`config.mk`:
```
export PLATFORM = sky130hd
export DESIGN_NAME = axi4_slave_read_burst_ctrl
export DESIGN_NICKNAME = d
export VERILOG_FILES = /design/src/rtl/axi4_slave_pkg.sv /design/src/rtl/axi4_burst_addr_gen.sv /design/src/rtl/axi4_slave_read_burst_ctrl.sv
export SDC_FILE = /design/constraint.sdc
export NUM_CORES = 1
export LEC_CHECK = 0
export BUFFER_PORTS_ARGS = -buffer_cell sky130_fd_sc_hd__clkbuf_2
export CORE_MARGIN = 1.5
export CORE_UTILIZATION = 65
export CTS_BUF_LIST = sky130_fd_sc_hd__clkbuf_8 sky130_fd_sc_hd__clkbuf_16
export DETAILED_ROUTE_END_ITERATION = 6
export PLACE_DENSITY = 0.88
export SETUP_SLACK_MARGIN = 0.02
export SYNTH_ARGS = -nofsm -noshare
export SYNTH_HDL_FRONTEND = slang
export SYNTH_SLANG_ARGS = --single-unit
```
`constraint.sdc`:
```
create_clock -name clk -period 23.1 [get_ports clk]
set_clock_uncertainty 0.05 [all_clocks]
set_input_delay 2.31 -clock clk [delete_from_list [all_inputs] [get_ports clk]]
set_output_delay 2.31 -clock clk [all_outputs]
set_load 0.05 [all_outputs]
```
`src/rtl/axi4_slave_pkg.sv`:
```
// Shared types for the AXI4 slave read path: burst encodings, response
// codes and the R-channel controller state encoding.
package axi4_slave_pkg;

  typedef enum logic [1:0] {
    FIXED = 2'b00,
    INCR  = 2'b01,
    WRAP  = 2'b10,
    RSVD  = 2'b11
  } burst_e;

  localparam logic [1:0] RESP_OKAY   = 2'b00;
  localparam logic [1:0] RESP_SLVERR = 2'b10;

  typedef enum logic [1:0] {
    IDLE  = 2'b00,
    FETCH = 2'b01,
    LOAD  = 2'b10,
    SEND  = 2'b11
  } rd_state_e;

  // True when len+1 is a legal wrapping burst length (2, 4, 8 or 16 beats).
  function automatic logic wrap_len_ok(input logic [7:0] len);
    return (len == 8'd1) || (len == 8'd3) || (len == 8'd7) || (len == 8'd15);
  endfunction

endpackage

```
`src/rtl/axi4_burst_addr_gen.sv`:
```
// Combinational next-beat address for FIXED, INCR and WRAP bursts.
// The caller passes the already-sanitised burst type; RSVD is treated
// as FIXED here as well so the block is safe on its own.
module axi4_burst_addr_gen
  import axi4_slave_pkg::*;
#(
  parameter int ADDR_WIDTH = 32
) (
  input  logic [ADDR_WIDTH-1:0] cur,
  input  logic [ADDR_WIDTH-1:0] start,
  input  logic [7:0]            len,
  input  logic [2:0]            size,
  input  burst_e                burst,
  output logic [ADDR_WIDTH-1:0] next_addr
);

  logic [ADDR_WIDTH-1:0] bytes;
  logic [ADDR_WIDTH-1:0] incr_addr;
  logic [ADDR_WIDTH-1:0] wrap_len;
  logic [ADDR_WIDTH-1:0] wrap_lower;

  assign bytes      = ADDR_WIDTH'(1) << size;
  assign incr_addr  = cur + bytes;
  assign wrap_len   = bytes * (ADDR_WIDTH'(len) + ADDR_WIDTH'(1));
  assign wrap_lower = start & ~(wrap_len - ADDR_WIDTH'(1));

  // Select the next address by burst type; wrap back to the aligned base at the window edge.
  always_comb begin
    // NOTE: a default assignment first guarantees every path drives next_addr, so no latch is inferred.
    next_addr = cur;
    case (burst)
      INCR:    next_addr = incr_addr;
      WRAP:    next_addr = (incr_addr == wrap_lower + wrap_len) ? wrap_lower : incr_addr;
      default: next_addr = cur;
    endcase
  end

endmodule

```
`src/rtl/axi4_slave_read_burst_ctrl.sv`:
```
// AXI4 slave R-channel sequencer: accepts a latched AR request, fetches one
// beat at a time from a synchronous memory and presents it on R under
// rready backpressure. Each beat takes FETCH -> LOAD -> SEND (>= 3 cycles).
module axi4_slave_read_burst_ctrl
  import axi4_slave_pkg::*;
#(
  parameter int ADDR_WIDTH = 32,
  parameter int DATA_WIDTH = 32,
  parameter int ID_WIDTH   = 4
) (
  input  logic                  clk,
  input  logic                  rst,
  input  logic                  ar_transfer_occurred,
  input  logic [ADDR_WIDTH-1:0] latched_araddr,
  input  logic [ID_WIDTH-1:0]   latched_arid,
  input  logic [7:0]            latched_arlen,
  input  logic [2:0]            latched_arsize,
  input  logic [1:0]            latched_arburst,
  output logic                  rd_busy,
  output logic                  ar_overrun,
  output logic                  mem_rd_en,
  output logic [ADDR_WIDTH-1:0] mem_rd_addr,
  input  logic [DATA_WIDTH-1:0] mem_rd_data,
  input  logic                  mem_rd_err,
  output logic                  rvalid,
  input  logic                  rready,
  output logic [DATA_WIDTH-1:0] rdata,
  output logic [ID_WIDTH-1:0]   rid,
  output logic [1:0]            rresp,
  output logic                  rlast
);

  localparam int MAX_SIZE = $clog2(DATA_WIDTH / 8);

  rd_state_e             state;
  logic [ADDR_WIDTH-1:0] cur_addr;
  logic [ADDR_WIDTH-1:0] start_addr;
  logic [ADDR_WIDTH-1:0] next_addr;
  logic [7:0]            len_q;
  logic [7:0]            beat_cnt;
  logic [2:0]            size_q;
  burst_e                burst_q;
  logic                  err_q;

  burst_e                cap_burst;
  logic                  cap_err;
  logic                  last_hs;
  logic                  accept;

  // The memory address is the current-address register itself.
  assign mem_rd_addr = cur_addr;

  // A new request is taken when idle, or on the handshake of the final beat.
  assign last_hs = (state == SEND) && rvalid && rready && rlast;
  assign accept  = ar_transfer_occurred && ((state == IDLE) || last_hs);

  // Sanitise the incoming burst: flag illegal requests and pick a safe address mode.
  always_comb begin
    cap_burst = burst_e'(latched_arburst);
    cap_err   = 1'b0;
    if (latched_arburst == RSVD) begin
      cap_err   = 1'b1;
      cap_burst = FIXED;
    end else if ((latched_arburst == WRAP) && !wrap_len_ok(latched_arlen)) begin
      cap_err   = 1'b1;
      cap_burst = INCR;
    end
    if (latched_arsize > 3'(MAX_SIZE)) begin
      cap_err = 1'b1;
    end
  end

  axi4_burst_addr_gen #(
    .ADDR_WIDTH (ADDR_WIDTH)
  ) u_addr_gen (
    .cur       (cur_addr),
    .start     (start_addr),
    .len       (len_q),
    .size      (size_q),
    .burst     (burst_q),
    .next_addr (next_addr)
  );

  // Burst sequencer with registered outputs.
  always_ff @(posedge clk or negedge rst) begin
    if (!rst) begin
      // NOTE: sequential state uses non-blocking assignments so every register samples pre-edge values.
      state      <= IDLE;
      cur_addr   <= '0;
      start_addr <= '0;
      len_q      <= '0;
      beat_cnt   <= '0;
      size_q     <= '0;
      burst_q    <= FIXED;
      err_q      <= 1'b0;
      rd_busy    <= 1'b0;
      ar_overrun <= 1'b0;
      mem_rd_en  <= 1'b0;
      rvalid     <= 1'b0;
      rdata      <= '0;
      rid        <= '0;
      rresp      <= RESP_OKAY;
      rlast      <= 1'b0;
    end else begin
      mem_rd_en  <= 1'b0;
      ar_overrun <= ar_transfer_occurred && !accept;

      case (state)
        IDLE: begin
          rd_busy <= 1'b0;
        end
        FETCH: begin
          state <= LOAD;
        end
        LOAD: begin
          rdata  <= mem_rd_data;
          rresp  <= (err_q || mem_rd_err) ? RESP_SLVERR : RESP_OKAY;
          rlast  <= (beat_cnt == len_q);
          rvalid <= 1'b1;
          state  <= SEND;
        end
        SEND: begin
          if (rready) begin
            rvalid <= 1'b0;
            if (rlast) begin
              state   <= IDLE;
              rd_busy <= 1'b0;
            end else begin
              cur_addr  <= next_addr;
              beat_cnt  <= beat_cnt + 8'd1;
              mem_rd_en <= 1'b1;
              state     <= FETCH;
            end
          end
        end
        default: state <= IDLE;
      endcase

      // NOTE: placed after the case so these later non-blocking writes win over the IDLE/SEND defaults.
      if (accept) begin
        cur_addr   <= latched_araddr;
        start_addr <= latched_araddr;
        rid        <= latched_arid;
        len_q      <= latched_arlen;
        size_q     <= latched_arsize;
        burst_q    <= cap_burst;
        err_q      <= cap_err;
        beat_cnt   <= '0;
        mem_rd_en  <= 1'b1;
        rd_busy    <= 1'b1;
        state      <= FETCH;
      end
    end
  end

endmodule

```
==> impl_metrics.toml <==
[setup_path]
max_stage_delay_cell_worst_path = "sky130_fd_sc_hd__nor2_4"
cp_data_arrival_time_ns = 11.46
critPathKind = "reg -> reg"
worst-path-buf-inv = 2
crit_top_cell = "sky130_fd_sc_hd__fa_1"
critical_path.startpoint_type = "flip-flop"
critPathTopFamily = "simple AND/OR/NAND/NOR gates"
critPathMaxStageDelay_ns = 0.81
critical_path_peak_fanout = 21
setup.worst_path.end_class = "flip-flop"
worstPathRequired_ns = 23.37

[synth]
synthesis_warning_total = 0
syn_nets = 1724
ys_seq_area_frac = 0.258
synthDominantCellAreaShare = 0.258
synth-async-reset-ratio = 1.00
synth-edff-count = 0
ys_dominant_reg_cell = "sky130_fd_sc_hd__dfrtp_1"
netlist_area_um2 = 12600
post-synth-top-area-cell = "sky130_fd_sc_hd__dfrtp_1"
synth_cell_type_count = 96
synth_top_cells_by_area = "sky130_fd_sc_hd__dfrtp_1 26%, sky130_fd_sc_hd__nand2_1 7.4%, sky130_fd_sc_hd__fa_1 7.1%"
syn_avg_cell_area_um2 = 8.23
synth_seq_cells = 130
post_synth_inst_count = 1532

[sta]
hold_ws_ns = 0.429
period_minus_slack_ns = 11.19
rsz0062_at_grt = "no"
finalSetupViolations = 0
timing_worst_slew_pin_value_ns = 1.17
final_tns_setup_ns = 0
final-hold-violation-count = 0
max_slew_margin_vs_limit = 0.215
max_clock_freq_mhz = 89.4
post-route-period-util = 0.484
post-route-worst-setup-slack_ns = 11.91
final_max_slew_viol_count = 0

[global_route]
grt_pass1_wl_mm = 64.5
grt_antenna_before_repair = 0
grt.total_usage = 0.410
grt_start_max_net_pins = 75
grt_remaining_overflow = 0
grt_pass1_vias = 12200

[die]
ioPinCount = 161
die_width_um = 142
dieArea_um2 = 20200
floorplan.core_area_um2 = 18900
rows = 50
height_of_the_die_um = 142
initial_core_util = 0.667

[cells_and_area]
most-common-layout-cells = "250 x sky130_fd_sc_hd__nand2_1, 158 x sky130_fd_sc_hd__clkbuf_2, 130 x sky130_fd_sc_hd__dfrtp_1"
drive_above_1_share = 0.179
finalNetCount = 1835
multiInputGateArea_um2 = 8700
n_antenna_cell = 0
area_growth_syn_to_layout_pct = 11.7
register_area_um2 = 3250
final.fill_count = 1370
postLayoutCellArea_um2 = 14100
mostFrequentLayoutCell = "sky130_fd_sc_hd__nand2_1"

[clock_tree]
max-clock-path-buffers = 2
clock-sinks = 130
cts-resized-gates = 0
cts_made_buffers = 17
clkLatencyLatePin_ns = 0.44
clock_tree.htree_level_count = 4
clk_pin_slew_ns = 0.06
clock_tree.root_cell = "sky130_fd_sc_hd__clkbuf_16"
cts-hold-fix-buffers = 0
post_cts.repair.setup_buffers = 0
tritoncts_clock_tree = "built"

[hold_path]
min_path_type = "reg -> reg"

[placed_design]
dpl_worst_slack_ns = 12.28
finalWeightedCongestion = 1.06
port-buffer-count = 159
post-dp-hpwl_mm = 30.7
placedInstanceArea_um2 = 13500

[drt]
drc = 0
viasPerCell = 6.61
drt-initial-drc-count = 1711
initial_drt_pass_iterations = 7
via_count = 12700
drtAntennaViolNets = 0
routed_wl_mm = 41.1
drt-wirelength-per-cell_um = 21.4

[outcome]
outcome = "completed"

[run]
drv_cap = 0
[tightest hold or removal path, cell delays in order, from the launching register on]
cell,delay [ns]
sky130_fd_sc_hd__dfrtp_1,0.34
sky130_fd_sc_hd__nand2_1,0.05
sky130_fd_sc_hd__nand2_1,0.06
[final cells by class]
type | instances | share of cell area
repair buffers | 166 | 0.0607
flip-flops and latches | 130 | 0.231
well taps | 260 | 0.0231
clock inverters | 15 | 0.0118
inverters | 94 | 0.0251
clock buffers | 17 | 0.0302
multi-input cells | 1234 | 0.618
[through the flow]
step | util | std cells
floorplan | - | 1532
global placement | 0.714 | 1884
detailed placement | 0.714 | 1884
CTS | 0.745 | 1916
global route | 0.745 | 1916
finish | 0.745 | 1916
[cell usage after synthesis (all sizes together) (18+ instances only)]
cell / number
nand2: 250
and3: 18
mux2: 44
nand3: 55
o21ai: 78
fa: 45
nand4: 27
xor2: 59
a21oi: 53
o211ai: 35
ha: 61
clkbuf: 52
inv: 94
nor3: 34
nor2: 127
dfrtp: 130
xnor2: 59
and2: 18
buf: 22
[logic make-up after synthesis]
group	count (synthesis)	synth area share
adders and majority gates	106	0.132
and+or+nand+nor	645	0.251
muxes	52	0.0457
AOI/OAI and AO/OA	312	0.177
other	1	0.000297
DFF	130	0.258
buffers and inverters	168	0.0531
xor gates and xnor gates	118	0.0832
[final timing paths]
path / from / end / slack, ns / cells past startpoint
max: len_q[0]$_DFFE_PN0P_ / mem_rd_addr[3]$_DFFE_PN0P_ / 11.91 / 33
min: rid[1]$_DFFE_PN0P_ / rid[1]$_DFFE_PN0P_ / 0.43 / 2
max reg2reg: len_q[0]$_DFFE_PN0P_ / mem_rd_addr[3]$_DFFE_PN0P_ / 11.91 / 33
min reg2reg: rid[1]$_DFFE_PN0P_ / rid[1]$_DFFE_PN0P_ / 0.43 / 2
max in group asynchronous: rst / mem_rd_addr[10]$_DFFE_PN0P_ / 19.87 / 2
min in group asynchronous: rst / start_addr[16]$_DFFE_PN0P_ / 1.76 / 1
[metal layers]
layer / GRT usage / wire length, um
met2: 0.650 / 18400
met1: 0.543 / 15700
met4: 0.171 / 1740
met5: 0 / 0
met3: 0.0949 / 5280
[registers in the layout (all words and copies together) (netlist names)]
| name | flops |
|---|---|
| size_q | 3 |
| rresp | 1 |
| ar_overrun | 1 |
| len_q | 8 |
| rdata | 32 |
| burst_q | 2 |
| mem_rd_addr | 32 |
| start_addr | 32 |
| rid | 4 |
| mem_rd_en | 1 |
| beat_cnt | 8 |
| rd_busy | 1 |
| err_q | 1 |
| rvalid | 1 |
| rlast | 1 |
| state | 2 |
Power is not shown: default switching activity piles up to over one toggle a cycle in this logic, so the estimate is an artifact.
